--- src/rtl/pwm_duty_ramp_if.sv ---
// Target-duty handshake between a controller and pwm_duty_ramp.
// The controller offers target_duty/target_valid; the ramp answers with target_ready.
interface pwm_duty_ramp_if #(
  parameter int WIDTH = 8
);
  logic [WIDTH-1:0] target_duty;
  logic             target_valid;
  logic             target_ready;

  modport master (
    output target_duty,
    output target_valid,
    input  target_ready
  );

  modport slave (
    input  target_duty,
    input  target_valid,
    output target_ready
  );
endinterface

--- src/rtl/pwm_duty_ramp.sv ---
// Slew-limited duty source feeding pwm: walks duty_cycle toward an accepted target in STEP-sized steps every STEP_DIV clocks.
// Targets are only accepted while idle (target_ready low during a ramp); hold freezes the divider and duty.
module pwm_duty_ramp #(
  parameter int WIDTH     = 8,
  parameter int STEP      = 1,
  parameter int STEP_DIV  = 16,
  parameter int INIT_DUTY = 0
) (
  input  logic             clk,
  input  logic             reset,
  pwm_duty_ramp_if.slave   tgt,
  input  logic             hold,
  output logic [WIDTH-1:0] duty_cycle,
  output logic             ramp_busy,
  output logic             ramp_done
);

  typedef enum logic [1:0] {
    IDLE,
    RAMP_UP,
    RAMP_DOWN
  } state_t;

  localparam logic [WIDTH-1:0] STEP_W   = WIDTH'(STEP);
  localparam logic [WIDTH-1:0] INIT_W   = WIDTH'(INIT_DUTY);
  localparam logic [15:0]      DIV_LAST = 16'(STEP_DIV - 1);

  state_t           state;
  state_t           state_n;
  logic [WIDTH-1:0] target_q;
  logic [WIDTH-1:0] target_q_n;
  logic [WIDTH-1:0] duty_n;
  logic [WIDTH-1:0] diff;
  logic [WIDTH-1:0] step_amt;
  logic [15:0]      div_cnt;
  logic [15:0]      div_n;
  logic             done_n;

  assign tgt.target_ready = (state == IDLE);
  assign ramp_busy        = (state == RAMP_UP) || (state == RAMP_DOWN);

  // Remaining distance is always non-negative in the ramp direction, so the
  // clamped step can never carry past the target or wrap.
  assign diff     = (state == RAMP_UP) ? (target_q - duty_cycle) : (duty_cycle - target_q);
  assign step_amt = (diff < STEP_W) ? diff : STEP_W;

  always_comb begin
    state_n    = state;
    target_q_n = target_q;
    duty_n     = duty_cycle;
    div_n      = div_cnt;
    done_n     = 1'b0;
    case (state)
      IDLE: begin
        if (tgt.target_valid) begin
          target_q_n = tgt.target_duty;
          div_n      = '0;
          if (tgt.target_duty > duty_cycle) begin
            state_n = RAMP_UP;
          end else if (tgt.target_duty < duty_cycle) begin
            state_n = RAMP_DOWN;
          end else begin
            done_n = 1'b1;
          end
        end
      end
      RAMP_UP, RAMP_DOWN: begin
        if (!hold) begin
          if (div_cnt == DIV_LAST) begin
            div_n  = '0;
            duty_n = (state == RAMP_UP) ? (duty_cycle + step_amt) : (duty_cycle - step_amt);
            if (step_amt == diff) begin
              state_n = IDLE;
              done_n  = 1'b1;
            end
          end else begin
            div_n = div_cnt + 16'd1;
          end
        end
      end
      default: begin
        state_n = IDLE;
      end
    endcase
  end

  always_ff @(posedge clk) begin
    if (!reset) begin
      state      <= IDLE;
      duty_cycle <= INIT_W;
      target_q   <= INIT_W;
      div_cnt    <= '0;
      ramp_done  <= 1'b0;
    end else begin
      state      <= state_n;
      duty_cycle <= duty_n;
      target_q   <= target_q_n;
      div_cnt    <= div_n;
      ramp_done  <= done_n;
    end
  end

endmodule

--- src/flat_wrapper.sv ---
// flat-port wrapper written by rule: the top's interface ports become plain ports
module pwm_duty_ramp_flat 
#(
  parameter int WIDTH     = 8,
  parameter int STEP      = 1,
  parameter int STEP_DIV  = 16,
  parameter int INIT_DUTY = 0
)
  (clk, reset, hold, duty_cycle, ramp_busy, ramp_done, tgt_target_duty, tgt_target_valid, tgt_target_ready);
  pwm_duty_ramp_if #(.WIDTH(WIDTH)) tgt_i ();
  input  logic clk;
  input  logic reset;
  input  logic hold;
  output logic [WIDTH-1:0] duty_cycle;
  output logic ramp_busy;
  output logic ramp_done;
  input wire logic [$bits(tgt_i.target_duty)-1:0] tgt_target_duty;
  input wire logic [$bits(tgt_i.target_valid)-1:0] tgt_target_valid;
  output wire logic [$bits(tgt_i.target_ready)-1:0] tgt_target_ready;
  assign tgt_i.target_duty = tgt_target_duty;
  assign tgt_i.target_valid = tgt_target_valid;
  assign tgt_target_ready = tgt_i.target_ready;
  pwm_duty_ramp #(.WIDTH(WIDTH), .STEP(STEP), .STEP_DIV(STEP_DIV), .INIT_DUTY(INIT_DUTY)) u_core (.clk(clk), .reset(reset), .tgt(tgt_i), .hold(hold), .duty_cycle(duty_cycle), .ramp_busy(ramp_busy), .ramp_done(ramp_done));
endmodule
--- config.mk ---
export PLATFORM = sky130hd
export DESIGN_NAME = pwm_duty_ramp_flat
export DESIGN_NICKNAME = d
export VERILOG_FILES = /design/src/rtl/pwm_duty_ramp_if.sv /design/src/rtl/pwm_duty_ramp.sv /design/src/flat_wrapper.sv
export SDC_FILE = /design/constraint.sdc
export NUM_CORES = 1
export LEC_CHECK = 0
export BUFFER_PORTS_ARGS = -buffer_cell sky130_fd_sc_hd__buf_2
export CORE_UTILIZATION = 45
export DETAILED_ROUTE_END_ITERATION = 12
export GPL_TIMING_DRIVEN = 0
export PLACE_DENSITY = 0.64
export SLEW_MARGIN = 25
export SYNTH_ARGS = -nofsm -noshare
export SYNTH_HDL_FRONTEND = slang
export SYNTH_SLANG_ARGS = --single-unit
--- constraint.sdc ---
create_clock -name clk -period 5.5 [get_ports clk]
set_input_delay 0.55 -clock clk [delete_from_list [all_inputs] [get_ports clk]]
set_output_delay 0.55 -clock clk [all_outputs]
set_load 0.05 [all_outputs]
======== Word-level counts from Yosys, hierarchy flattened ========
Cells that the tools add are included.
W data, S select, Z words.
word-level totals
  register bits ........................... 35
  input bits .............................. 12
  output and inout bits ................... 11
  word-level logic and storage cells ...... 52
operators by class
  $add $sub $neg .......................... 5
  $lt $le $gt $ge ......................... 3
  equal/unequal tests ..................... 9
  mux-type cells .......................... 21
  bitwise logic cells ..................... 1
  reduce and logical (&&, ||, !) cells .... 8
operators with widths
  cell                     count
  $mux W16                 3
  $pmux W16 S2             1
  $mux W8                  3
  $sub A8 B8 Y8            3
  $add A16 B1 Y16 const B  1
  $eq A16 B4 Y1 const B    1
  $mux W2                  6
  $add A8 B8 Y8            1
  $eq A8 B8 Y1             1
  $gt A8 B8 Y1             1
  $lt A8 B1 Y1 const B     1
  $lt A8 B8 Y1             1
  $mux W1                  6
  $reduce_and A3 Y1        2
  $reduce_and A5 Y1        1
  $ne A2 B1 Y1 const B     2
  $ne A2 B2 Y1 const B     2
  $pmux W2 S2              1
  $ne A3 B1 Y1 const B     1
  $eq A2 B1 Y1 const B     1
  $eq A2 B2 Y1 const B     1
  $logic_not A2 Y1         1
  $pmux W1 S2              1
  $reduce_and A2 Y1        1
  other kinds (4)          4

======== Logic depth before layout (Yosys ltp) ========
  depth after elaboration ................. 9
  mapped depth ............................ 21
  depth with buffers taken out ............ 21

======== Worst setup path after synthesis ========
Ideal clock, no wire load.
  kind .................................... reg-to-reg
  start point ............................. register u_core.duty_cycle[1]
  end point ............................... register u_core.duty_cycle[7]
  arrival time ............................ 4.729 ns
  slack ................................... 0.689 ns
  cell stages (with the launch flop) ...... 20
  path buffers ............................ 0
  period minus slack after synthesis ...... 4.811 ns
  cell sequence ........................... dfxtp_1 -> inv_1 -> fa_1 -> nor3b_1 -> nor3_1 -> a221oi_1 -> o21ai_1 -> nor3_1 -> nand3_1 -> inv_1 -> ha_1 -> nor2b_1 -> ha_1 -> a21o_1 -> a21oi_1 -> o21bai_1 -> a2111oi_0 -> or3_1 -> mux4_1 -> o2111ai_1
between the ends
  word-level cells in the longest chain between the ends .. 6
  elaborated cells on any way between the ends .. 8
  those cells by class .................... 4 x add/sub; 1 x order compare; 3 x mux
RTL lines
  what                                            line                 text
  start: declaration                              pwm_duty_ramp.sv:13  output logic [WIDTH-1:0] duty_cycle,
  start signal: assignment                        pwm_duty_ramp.sv:96  duty_cycle <= duty_n;
  $sub A8 B8 Y8                                   pwm_duty_ramp.sv:44  assign diff = (state == RAMP_UP) ? (target_q - duty_cycle) : (duty_cycle - target_q);
  $mux W8                                         pwm_duty_ramp.sv:44
  $lt A8 B1 Y1                                    pwm_duty_ramp.sv:45  assign step_amt = (diff < STEP_W) ? diff : STEP_W;
  $mux W8                                         pwm_duty_ramp.sv:45
  $sub A8 B8 Y8 or $add A8 B8 Y8 (tied branches)  pwm_duty_ramp.sv:71  duty_n = (state == RAMP_UP) ? (duty_cycle + step_amt) : (duty_cycle - step_amt);
  $mux W8 (*)                                     pwm_duty_ramp.sv:71
Every way passes the cells marked *; elsewhere a longest branch is shown, timed or not.
A chain may end at the register's enable or synchronous reset.

======== Final worst setup path ========
  start point ............................. register u_core.duty_cycle[0]
  end point ............................... register u_core.duty_cycle[7]
The elaborated chain is that of the path after synthesis.

==> metrics.yaml <==
run_status: "finished clean"
numCtsBuffers: 5
area_growth_pct: 12.0
internal_power_uw: 541
first_pass_iters: 4
clock_skew_ns: 0.00533
fin_util_pct: 53.4
grt_pass1_vias: 2250
worstSetupPathType: "reg2reg"
gr-total-overflow: 0
cts_max_level: 2
routed_wl_um: 5970
slew_violations: 0
hold_buffers: 0
hold_viol_final: 0
cp_cell_sequence: "inv_1, ha_1, inv_1, fa_1, nor3_1, nor3_1, a221oi_1, o21ai_1, nor3_1, nand3_1, inv_1, ha_1, nor2b_1, ha_1, a21o_1, a21oi_1, o21bai_1, a2111oi_0, or3_1, mux4_1, o2111ai_1"
antenna_found_initial: 0
p_per_area_mw_per_mm2: 287
fin_ws_ns: 0.502
crit_path_max_fanout: 6
netlist_instances: 320
grt_use_total_pct: 21.1
portBuffers: 22
cts_tree: "built"
drive_above_1_share_pct: 12.3
grt_max_degree: 13
die-area_mm2: 0.00625
netlist_area_mm2: 0.00267
drc_errors: 0
worstPathRequired_ns: 5.71
place_ws_ns: 0.530
floorplan.rows: 27
end_kind: "register"
io_pins: 23
timing.fmax_ghz: 0.200
power.share.clock_pct: 29.2
worstMarginPinSlew_ns: 0.664
cp_num_buf_inv: 3
fin_area_mm2: 0.00299
max-cap-violations: 0
stdcell_count: 422
ir_worst_vdd_uv: 151
yosysSeqAreaShare_pct: 26.2
cts_num_sinks: 35
vias_per_cell: 5.43
p_seq_share_pct: 32.8
yosysMostFrequentCell: "nor2_1"
start_util_pct: 47.6
synthDistinctLibCells: 55
hp-class: "reg2reg"
worst_setup_path_start_kind: "register"
arrival_ns: 5.21
wl_per_cell_um: 14.1
swShare_pct: 37.0
die_h_um: 79.0
ys_top_cells_by_area: "dfxtp_1, ha_1, nor2_1"
fp.dieW_um: 79.0
post-cts-setup-buffers: 0
gp_routability_congestion: 0.855
switchingPower_uw: 318
synthTopCellsByCount: "nor2_1, dfxtp_1, ha_1"
period_minus_slack_ns: 5.00
yosysTopAreaCellShare_pct: 26.2
synth_edf_count: 0
drt-initial-drc-count: 63
slew_headroom_pct: 55.7
power_frac_comb_pct: 38.0
multi_input_area_mm2: 0.00183
via_count: 2290
synth_warnings: 0
antenna-diode-count: 0
yosysTopAreaCell: "dfxtp_1"
fillCellCount: 560
worst_path_largest_cell_delay_ns: 0.57
syn-mean-instance-area_um2: 8.35
max-clock-path-buffers: 2
synthFlopType: "dfxtp_1"
ys_seq_elements: 35
tns_ns: 0
rsz0062_at_grt: "false"
place_area_mm2: 0.00287
core_area_mm2: 0.00561
setup_viol: 0
cts_resized: 0
dp_hpwl_um: 4660
layout.nets: 398
dpl.cell_count: 414
leakagePower_uw: 0.00122
cp_top_family: "compound AO/OA/AOI/OAI gates"
period_share_pct: 90.9
cts-root-buf: "clkbuf_8"
clock_latency_ns: 0.29
regArea_um2: 701
synth_async_sr_flop_share_pct: 0
synth_fp_nets: 369
cp_slowest_cell: "mux4_1"
clkTransAtPathRegs_ns: 0.08
ant_nets: 0
grt_first_pass_wirelength_um: 10300
## final timing paths
path                                                         from                           endpoint  slack (ns)  cells after the start
worst max-delay path            u_core.duty_cycle[0]$_SDFFE_PN0P_  u_core.duty_cycle[7]$_SDFFE_PN0P_        0.50                     21
worst min-delay path              u_core.target_q[3]$_SDFFE_PN0P_    u_core.target_q[3]$_SDFFE_PN0P_        0.49                      2
worst max register to register  u_core.duty_cycle[0]$_SDFFE_PN0P_  u_core.duty_cycle[7]$_SDFFE_PN0P_        0.50                     21
worst min register to register    u_core.target_q[3]$_SDFFE_PN0P_    u_core.target_q[3]$_SDFFE_PN0P_        0.49                      2
## layout make-up
cell class / instances / share of cell area, %
inverter: 28 / 3.51
clock buffer: 6 / 2.76
clock inverter: 2 / 1.30
tap: 72 / 3.01
sequential: 35 / 23.4
multi-input combinational: 250 / 61.3
timing repair buffer: 22 / 3.68
buffer: 7 / 1.05
## metrics by stage
step                hold WS (ns)  power [uW]
floorplan                  0.448         548
global placement           0.465         609
detailed placement         0.473         615
CTS                        0.489         867
global route               0.509         923
finish                     0.489         859
## metal layers
layer / routed length (um) / share of wire, % / up-vias / global-route usage [%]
li1: - / - / 1190 / -
met1: 2790 / 47 / 1072 / 24.8
met2: 2930 / 49 / 21 / 37.6
met3: 174 / 2.9 / 7 / 4.60
met4: 76 / 1.3 / 0 / 6.73
met5: 0 / 0 / - / 0
## worst register-to-register path, stage by stage (launching register included)
cell       delay, ns
dfxtp_1         0.47
inv_1           0.08
ha_1            0.21
inv_1           0.07
fa_1            0.42
nor3_1          0.19
nor3_1          0.07
a221oi_1        0.21
o21ai_1         0.22
nor3_1          0.29
nand3_1         0.16
inv_1           0.08
ha_1            0.21
nor2b_1         0.16
ha_1            0.29
a21o_1          0.15
a21oi_1         0.22
o21bai_1        0.12
a2111oi_0       0.41
or3_1           0.23
mux4_1          0.57
o2111ai_1       0.09
## cells in the final DEF, fill, tap and decap left out, types with 3 or more instances in the layout
master and n:
a211oi_1 6, a21o_1 4, a21oi_1 19, and2_1 4, and3_1 8, buf_2 23, clkbuf_1 4, clkbuf_8 6
dfxtp_1 35, fa_1 3, ha_1 34, inv_1 27, mux2_2 4, mux2i_1 8, nand2_1 25, nand3_1 13
nand4_1 10, nor2_1 40, nor3_1 5, or3_1 4, xnor2_1 10, xor2_1 11
## registers in the layout, summed over array words and instances (netlist names)
signal and cells:
u_core.state 2, u_core.duty_cycle 8, u_core.target_q 8, u_core.div_cnt 16
u_core.ramp_done 1
## power by group through the flow
stage	clock [uW]	combinational, uW	sequential, uW
detailed placement	0	328	287
CTS	256	329	281
global route	269	370	284
finish	251	327	282
floorplan	0	264	283
global placement	0	322	287
## cell families (layout without fill, tap and decap cells)
family	after synthesis	count (layout)	share of synthesized area [%]
mux	13	13	5.67
flops	35	35	26.2
other cells	1	1	0.140
simple gates	120	120	21.5
xor+xnor	21	21	6.89
buf+inv	35	65	5.10
fa+ha+maj	37	37	18.2
compound gates	58	58	16.3
No activity file was read; power rests on OpenSTA's default activity.
